`src/rtl/uart_frame_rx_if.sv`:
```
// Frame-buffer write port and status pulses from the UART row-record receiver.
// The receiver drives everything; the frame buffer and any status logic only listen.
`timescale 1ns/1ps
interface uart_frame_rx_if;
  logic       wr_en_o;
  logic [2:0] wr_row_o;
  logic [7:0] wr_r_o;
  logic [7:0] wr_g_o;
  logic [7:0] wr_b_o;
  logic       frame_done_o;
  logic       frame_err_o;
  logic       proto_err_o;
  logic       busy_o;

  modport master (
    output wr_en_o, wr_row_o, wr_r_o, wr_g_o, wr_b_o,
    output frame_done_o, frame_err_o, proto_err_o, busy_o
  );
  modport slave (
    input wr_en_o, wr_row_o, wr_r_o, wr_g_o, wr_b_o,
    input frame_done_o, frame_err_o, proto_err_o, busy_o
  );
endinterface

```
`src/rtl/uart_frame_rx.sv`:
```
// 8N1 UART receiver parsing {row, red, green, blue} records into frame-buffer writes;
// the write strobe lands 2 cycles after the blue stop-bit sample; no backpressure, the line is never stalled.
`timescale 1ns/1ps
module uart_frame_rx #(
  parameter int CLK_FREQ     = 50000000,
  parameter int BAUD         = 115200,
  parameter int TIMEOUT_BITS = 12
) (
  input  logic            clk_i,
  input  logic            rst_ni,
  input  logic            rx_i,
  uart_frame_rx_if.master bus
);
  localparam int CLKS_PER_BIT = CLK_FREQ / BAUD;
  localparam int HALF_BIT     = CLKS_PER_BIT / 2;
  localparam int TO_LIMIT     = TIMEOUT_BITS * CLKS_PER_BIT;
  localparam int CW           = $clog2(CLKS_PER_BIT + 1);
  localparam int TW           = $clog2(TO_LIMIT + 1);

  typedef enum logic [1:0] {B_IDLE, B_START, B_DATA, B_STOP} bstate_t;
  typedef enum logic [1:0] {S_ROW, S_RED, S_GRN, S_BLU} pstate_t;

  logic          r_sync1, r_rxs;
  bstate_t       r_bst;
  logic [CW-1:0] r_cnt;
  logic [2:0]    r_bit;
  logic [7:0]    r_shift;
  logic          r_stb, r_ferr, r_armed;
  pstate_t       r_pst;
  logic [TW-1:0] r_to;
  logic [2:0]    r_row;
  logic [7:0]    r_red, r_grn;
  logic          w_start, w_timeout;

  always_ff @(posedge clk_i or negedge rst_ni) begin
    if (!rst_ni) begin
      r_sync1 <= 1'b1;
      r_rxs   <= 1'b1;
    end else begin
      r_sync1 <= rx_i;
      r_rxs   <= r_sync1;
    end
  end

  // After a low stop bit (e.g. a break) the line must go high before a new start is accepted.
  assign w_start   = (r_bst == B_IDLE) && r_armed && !r_rxs;
  assign w_timeout = (r_pst != S_ROW) && (r_bst == B_IDLE) && (r_to == TW'(TO_LIMIT - 1));

  always_ff @(posedge clk_i or negedge rst_ni) begin
    if (!rst_ni) begin
      r_bst   <= B_IDLE;
      r_cnt   <= '0;
      r_bit   <= '0;
      r_shift <= '0;
      r_stb   <= 1'b0;
      r_ferr  <= 1'b0;
      r_armed <= 1'b1;
    end else begin
      r_stb  <= 1'b0;
      r_ferr <= 1'b0;
      case (r_bst)
        B_IDLE: begin
          if (!r_armed) begin
            r_armed <= r_rxs;
          end else if (!r_rxs) begin
            r_bst <= B_START;
            r_cnt <= '0;
          end
        end
        B_START: begin
          if (r_cnt == CW'(HALF_BIT)) begin
            r_cnt <= '0;
            r_bit <= '0;
            r_bst <= r_rxs ? B_IDLE : B_DATA;
          end else begin
            r_cnt <= r_cnt + CW'(1);
          end
        end
        B_DATA: begin
          if (r_cnt == CW'(CLKS_PER_BIT - 1)) begin
            r_cnt   <= '0;
            r_shift <= {r_rxs, r_shift[7:1]};
            r_bit   <= r_bit + 3'd1;
            if (r_bit == 3'd7) r_bst <= B_STOP;
          end else begin
            r_cnt <= r_cnt + CW'(1);
          end
        end
        default: begin
          if (r_cnt == CW'(CLKS_PER_BIT - 1)) begin
            r_cnt <= '0;
            r_bst <= B_IDLE;
            if (r_rxs) begin
              r_stb <= 1'b1;
            end else begin
              r_ferr  <= 1'b1;
              r_armed <= 1'b0;
            end
          end else begin
            r_cnt <= r_cnt + CW'(1);
          end
        end
      endcase
    end
  end

  always_ff @(posedge clk_i or negedge rst_ni) begin
    if (!rst_ni) begin
      r_pst            <= S_ROW;
      r_to             <= '0;
      r_row            <= '0;
      r_red            <= '0;
      r_grn            <= '0;
      bus.wr_en_o      <= 1'b0;
      bus.wr_row_o     <= '0;
      bus.wr_r_o       <= '0;
      bus.wr_g_o       <= '0;
      bus.wr_b_o       <= '0;
      bus.frame_done_o <= 1'b0;
      bus.frame_err_o  <= 1'b0;
      bus.proto_err_o  <= 1'b0;
    end else begin
      bus.wr_en_o      <= 1'b0;
      bus.frame_done_o <= 1'b0;
      bus.frame_err_o  <= 1'b0;
      bus.proto_err_o  <= 1'b0;
      if (w_start || r_pst == S_ROW) r_to <= '0;
      else if (r_bst == B_IDLE)      r_to <= r_to + TW'(1);

      // Framing error outranks timeout so at most one error pulse fires per cycle.
      if (r_ferr) begin
        bus.frame_err_o <= 1'b1;
        r_pst           <= S_ROW;
      end else if (w_timeout) begin
        bus.proto_err_o <= 1'b1;
        r_pst           <= S_ROW;
      end else if (r_stb) begin
        case (r_pst)
          S_ROW: begin
            if (|r_shift[7:3]) begin
              bus.proto_err_o <= 1'b1;
            end else begin
              r_row <= r_shift[2:0];
              r_pst <= S_RED;
            end
          end
          S_RED: begin
            r_red <= r_shift;
            r_pst <= S_GRN;
          end
          S_GRN: begin
            r_grn <= r_shift;
            r_pst <= S_BLU;
          end
          default: begin
            bus.wr_en_o      <= 1'b1;
            bus.wr_row_o     <= r_row;
            bus.wr_r_o       <= r_red;
            bus.wr_g_o       <= r_grn;
            bus.wr_b_o       <= r_shift;
            bus.frame_done_o <= (r_row == 3'd7);
            r_pst            <= S_ROW;
          end
        endcase
      end
    end
  end

  assign bus.busy_o = (r_bst != B_IDLE) || (r_pst != S_ROW);
endmodule

```
`src/flat_wrapper.sv`:
```
// flat-port wrapper written by rule: the top's interface ports become plain ports
module uart_frame_rx_flat 
#(
  parameter int CLK_FREQ     = 50000000,
  parameter int BAUD         = 115200,
  parameter int TIMEOUT_BITS = 12
)
  (clk_i, rst_ni, rx_i, bus_wr_en_o, bus_wr_row_o, bus_wr_r_o, bus_wr_g_o, bus_wr_b_o, bus_frame_done_o, bus_frame_err_o, bus_proto_err_o, bus_busy_o);
  uart_frame_rx_if bus_i ();
  input  logic clk_i;
  input  logic rst_ni;
  input  logic rx_i;
  output wire logic [$bits(bus_i.wr_en_o)-1:0] bus_wr_en_o;
  output wire logic [$bits(bus_i.wr_row_o)-1:0] bus_wr_row_o;
  output wire logic [$bits(bus_i.wr_r_o)-1:0] bus_wr_r_o;
  output wire logic [$bits(bus_i.wr_g_o)-1:0] bus_wr_g_o;
  output wire logic [$bits(bus_i.wr_b_o)-1:0] bus_wr_b_o;
  output wire logic [$bits(bus_i.frame_done_o)-1:0] bus_frame_done_o;
  output wire logic [$bits(bus_i.frame_err_o)-1:0] bus_frame_err_o;
  output wire logic [$bits(bus_i.proto_err_o)-1:0] bus_proto_err_o;
  output wire logic [$bits(bus_i.busy_o)-1:0] bus_busy_o;
  assign bus_wr_en_o = bus_i.wr_en_o;
  assign bus_wr_row_o = bus_i.wr_row_o;
  assign bus_wr_r_o = bus_i.wr_r_o;
  assign bus_wr_g_o = bus_i.wr_g_o;
  assign bus_wr_b_o = bus_i.wr_b_o;
  assign bus_frame_done_o = bus_i.frame_done_o;
  assign bus_frame_err_o = bus_i.frame_err_o;
  assign bus_proto_err_o = bus_i.proto_err_o;
  assign bus_busy_o = bus_i.busy_o;
  uart_frame_rx #(.CLK_FREQ(CLK_FREQ), .BAUD(BAUD), .TIMEOUT_BITS(TIMEOUT_BITS)) u_core (.clk_i(clk_i), .rst_ni(rst_ni), .rx_i(rx_i), .bus(bus_i));
endmodule
```
`config.mk`:
```
export PLATFORM = sky130hd
export DESIGN_NAME = uart_frame_rx_flat
export DESIGN_NICKNAME = d
export VERILOG_FILES = /design/src/rtl/uart_frame_rx_if.sv /design/src/rtl/uart_frame_rx.sv /design/src/flat_wrapper.sv
export SDC_FILE = /design/constraint.sdc
export NUM_CORES = 1
export LEC_CHECK = 0
export ABC_AREA = 1
export BUFFER_PORTS_ARGS = -buffer_cell sky130_fd_sc_hd__buf_2
export CORE_MARGIN = 1.5
export CORE_UTILIZATION = 47
export CTS_CLUSTER_DIAMETER = 40
export DETAILED_ROUTE_END_ITERATION = 8
export HOLD_SLACK_MARGIN = 0.1
export PLACE_DENSITY = 0.65
export SLEW_MARGIN = 10
export SYNTH_ARGS = -nofsm -noshare
export SYNTH_HDL_FRONTEND = slang
export SYNTH_SLANG_ARGS = --single-unit
```
`constraint.sdc`:
```
create_clock -name clk_i -period 1.8 [get_ports clk_i]
set_input_delay 0.36 -clock clk_i [delete_from_list [all_inputs] [get_ports clk_i]]
set_output_delay 0.36 -clock clk_i [all_outputs]
set_load 0.1 [all_outputs]
```
# Word-level counts from Yosys, hierarchy flattened
# Cells that the tools add are included.
[totals]
reg_bits = 92
input_bits = 3
output_inout_bits = 32
elab_cells = 123
[op_classes]
n_addsub = 3
eq_ne = 16
n_mux = 47
bitwise_logic = 5
n_reduce_logical = 30
[ops]
columns = ["cell", "count"]
rows = [
  ["9-bit two-way mux", 4],
  ["13-bit two-way mux", 2],
  ["1-bit two-way mux", 23],
  ["2-bit two-way mux", 11],
  ["9-bit one-hot mux with 2 select lines", 1],
  ["13-bit by 1-bit adder with 13-bit output, second input constant", 1],
  ["13-bit equality test, second input constant", 1],
  ["2-bit one-hot mux with 3 select lines", 2],
  ["4-bit AND reduction", 3],
  ["2-bit nonzero test", 5],
  ["9-bit by 1-bit adder with 9-bit output, second input constant", 1],
  ["9-bit by 8-bit equality test with 1-bit output, second input constant", 1],
  ["9-bit equality test, second input constant", 1],
  ["2-bit by 1-bit != test with 1-bit output, second input constant", 4],
  ["3-bit equality test, second input constant", 2],
  ["3-bit two-way mux", 2],
  ["3-bit one-hot mux with 2 select lines", 1],
  ["2-bit AND reduction", 3],
  ["3-bit AND reduction", 2],
  ["6-bit AND reduction", 1],
  ["3-bit nonzero test", 2],
  ["3-bit OR reduction", 2],
  ["1-bit NOT", 5],
  ["5-bit AND reduction", 1],
  ["other kinds (12)", 20],
]

# Longest topological paths before layout
[depth]
depth_word = 6
depth_mapped = 12
mapped_depth_nobuf = 10

# Worst setup path before layout
# No wires, ideal clock.
[synth_path]
kind = "reg-to-output"
from = "register u_core.r_bst[0]"
to = "output bus_busy_o"
t_arrival_ps = 1422
t_required_ps = 1440
slack_ps = 18
path_stages_with_launch = 5
n_path_buf = 1
cell_sequence = "dfrtp_1 > inv_1 > ha_1 > buf_6 > nand2_1"
[synth_between]
elab_chain_len = 2
[synth_lines]
columns = ["element", "line_no", "source"]
rows = [
  ["start, declared", "uart_frame_rx.sv:24", "bstate_t r_bst;"],
  ["start signal, assigned", "uart_frame_rx.sv:74", "r_bst <= r_rxs ? B_IDLE : B_DATA;"],
  ["2-bit nonzero test", "uart_frame_rx.sv:169", "assign bus.busy_o = (r_bst != B_IDLE) || (r_pst != S_ROW);"],
  ["1-bit logical OR", "uart_frame_rx.sv:169", ""],
  ["end, declared", "flat_wrapper.sv:21", "output wire logic [$bits(bus_i.busy_o)-1:0] bus_busy_o;"],
]
# Every way passes these cells.

# Worst setup path after layout
# Same ends and word-level chain as after synthesis.

==> results.json <==
{
  "pwr-share-comb_pct": 22.2,
  "cap_violations": 0,
  "grt_max_degree": 42,
  "area_delta_synth_final_pct": 14.3,
  "powerDensity_nw_per_um2": 885,
  "port_buffers": 34,
  "dp_hpwl_um": 6370,
  "finClkSkew_ps": 8.72,
  "dieHeight_um": 101,
  "synthTopCellsByArea": "dfrtp_1 50%, nand2_1 11%, inv_1 4.4%, nand4_1 4.3%, o21ai_0 3.9%",
  "drcViolationCount": 0,
  "synth_seq_cells": 92,
  "syn_avg_cell_area_um2": 8.73,
  "critPathLaunchType": "flop",
  "n_antenna_cell": 0,
  "relSlewSlack_pct": 65.0,
  "path_class": "flop to output pin",
  "fin_nets": 581,
  "avgRoutedWirePerCell_um": 13.0,
  "start_util_pct": 48.6,
  "grt_pass1_wl_um": 15400,
  "clockBufferDepth": 2,
  "yosys.area.top_type_share_pct": 49.6,
  "fp.dieW_um": 101,
  "internal-power_uw": 3130,
  "max_freq_mhz": 570,
  "dp.cells": 674,
  "gp_congestion": 0.882,
  "routed_via_density": 5.00,
  "seqPwrFrac_pct": 48.5,
  "yosysTopAreaCell": "dfrtp_1",
  "p_clk_share_pct": 29.4,
  "slew_viol_final": 0,
  "worst-path-max-fanout": 5,
  "whs_ps": 365,
  "grt_use_total_pct": 19.3,
  "synth_nets": 530,
  "cpPeakStageDelay_ps": 400,
  "clk_pin_slew_ps": 80,
  "grt_pass1_vias": 3327,
  "p_sw_share_pct": 31.0,
  "boundaryPins": 35,
  "synth_area_um2": 4490,
  "cts_tree": "done",
  "grt-ovfl-total": 0,
  "yosys_warnings": 0,
  "seq_area_frac_synth_pct": 51.4,
  "clock_latency_ps": 360,
  "drive_above_1_share_pct": 21.4,
  "fin_crit_ps": 1750,
  "cp.required_ps": 1440,
  "synth_cell_type_count": 36,
  "fin_crit_sh_pct": 97.5,
  "hold_violations": 0,
  "cts_root_buf": "clkbuf_8",
  "peakVddDrop_v": 0.000919,
  "layoutNonFillerInstCount": 699,
  "synth_cells": 514,
  "endpoint_kind": "output pin",
  "vias": 3497,
  "num_rows": 35,
  "hp-class": "flop to flop",
  "fp.dieArea_um2": 10100,
  "first_pass_iters": 4,
  "drt-initial-drc-count": 96,
  "p_sw_uw": 1410,
  "cts_sinks": 92,
  "worstPathCellList": "inv_2 -> ha_4 -> buf_6 -> nand2_1 -> buf_12",
  "outcome": "completed",
  "core_area_um2": 9240,
  "grt_setup_unrepaired": "yes",
  "crit_arrival_ps": 1390,
  "wirelength_um": 9060,
  "power.leakage_uw": 0.00256,
  "worst_pin_slew_ps": 525,
  "slowest_stage": "dfrtp_1",
  "cts-htree-levels": 3,
  "cts_buffers": 9,
  "finalSetupViolations": 0,
  "antenna_found_initial": 0,
  "ant_nets": 0
}
## worst max-delay path: cells and delay by family, from the launching register on
kind,cells,cell delay [ps]
AND/OR/NAND/NOR,1,80
adder cells (fa/ha/maj),1,180
flip-flops,1,400
buffers and inverters,3,390
## logic make-up after synthesis
kind of cell,after synthesis,synth area share [%]
AND/OR/NAND/NOR,269,28.5
flip-flops,92,51.4
buffers and inverters,75,8.11
AO/OA/AOI/OAI,64,8.17
adder cells (fa/ha/maj),13,3.62
XOR/XNOR,1,0.195
## layout make-up
class                   instances  area [um^2]
multi-input cells             348         1860
repair buffers                 56          382
flip-flops and latches         92         2310
clock inverters                 4         32.5
inverters                      58          218
well taps                     129          161
fillers                       875         4110
clock buffers                  12          165
## routing by layer
layer | wire length (um) | vias to the layer above | global-route usage (%)
met2 | 4490 | 49 | 32.3
met4 | 92 | 0 | 6.18
met3 | 237 | 9 | 4.37
li1 | - | 1782 | -
met1 | 4240 | 1657 | 24.9
met5 | 0 | - | 0
## power by group through the flow
stage                     Clock, uW  Sequential, uW  Combinational [uW]
after floorplan                   0            2230                 620
after global placement            0            2230                 881
after detailed placement          0            2240                 898
after CTS                      1390            2200                 987
after global routing           1470            2210                1140
final                          1330            2200                1010
## worst paths after layout
check                      cells after the start  slack, ps                   end            start
setup / recovery                               5         50            bus_busy_o  u_core.r_bst[0]
hold / removal                                 0        370          u_core.r_rxs   u_core.r_sync1
setup reg to reg                               9        120  u_core.bus.wr_g_o[7]   u_core.r_to[0]
hold reg to reg                                0        370          u_core.r_rxs   u_core.r_sync1
max in group asynchronous                      3        690        u_core.r_sync1           rst_ni
min in group asynchronous                      2        520  u_core.bus.wr_r_o[6]           rst_ni
## stage by stage
step                worst slack (ps)  TNS, ps  total power (uW)  cell area, um^2  utilization (%)
floorplan                       18.2        0              2850             4490                -
global placement                1.84        0              3110             4810             52.0
detailed placement             -59.2     -934              3140             4810             52.0
CTS                            -10.0    -30.5              4580             5090             55.1
global route                   -17.8    -17.8              4810             5130             55.5
finish                          45.8        0              4540             5130             55.5
## layout by cell type (no fill, tap or decap), types with 9 or more instances in the layout
cell type,count
dfrtp_1,89
clkbuf_8,12
nand2_2,12
inv_2,9
o21ai_2,9
inv_1,49
nor3_1,10
nor2_1,43
nand4_1,31
buf_2,32
nand3_1,21
nand2_1,131
buf_4,17
o21ai_0,35
a21oi_1,13
ha_1,11
## state kept, by name, indices dropped and copies added (netlist names), 2 cells and up
name                 flops
u_core.r_bst             2
u_core.bus.wr_r_o        8
u_core.bus.wr_g_o        8
u_core.r_shift           8
u_core.bus.wr_b_o        8
u_core.r_bit             3
u_core.bus.wr_row_o      3
u_core.r_pst             2
u_core.r_row             3
u_core.r_grn             8
u_core.r_cnt             9
u_core.r_red             8
u_core.r_to             13
## synthesized netlist by cell type
cell type / number
ha_1: 13
nor3_1: 10
nand3_4: 2
buf_12: 1
nand3b_1: 2
o21ai_1: 2
nand4_1: 31
o21ai_0: 35
inv_2: 5
o21ai_2: 9
nand2_2: 12
nand3_2: 1
clkbuf_1: 2
and2_1: 1
nor2_2: 5
xor2_1: 1
buf_1: 1
nand3_1: 21
a211oi_1: 1
nor2_1: 43
nand2_4: 2
dfrtp_1: 89
dfstp_2: 3
nand4_4: 1
buf_2: 5
a31oi_1: 2
nor2_4: 2
nand2_1: 131
or2_2: 1
nor4_1: 2
inv_1: 53
buf_6: 8
a21oi_1: 13
o21a_1: 1
a32o_1: 1
nor3_2: 2
## what timing repair did
item	in CTS	in global routing
endpoints found under the setup margin	29	30
endpoints found under the hold margin	35	0
pin swaps	2	1
setup buffers	5	1
hold buffers	2	0
gates resized for setup	8	4
cloned	0	1
(Power assumes the default switching activity.)
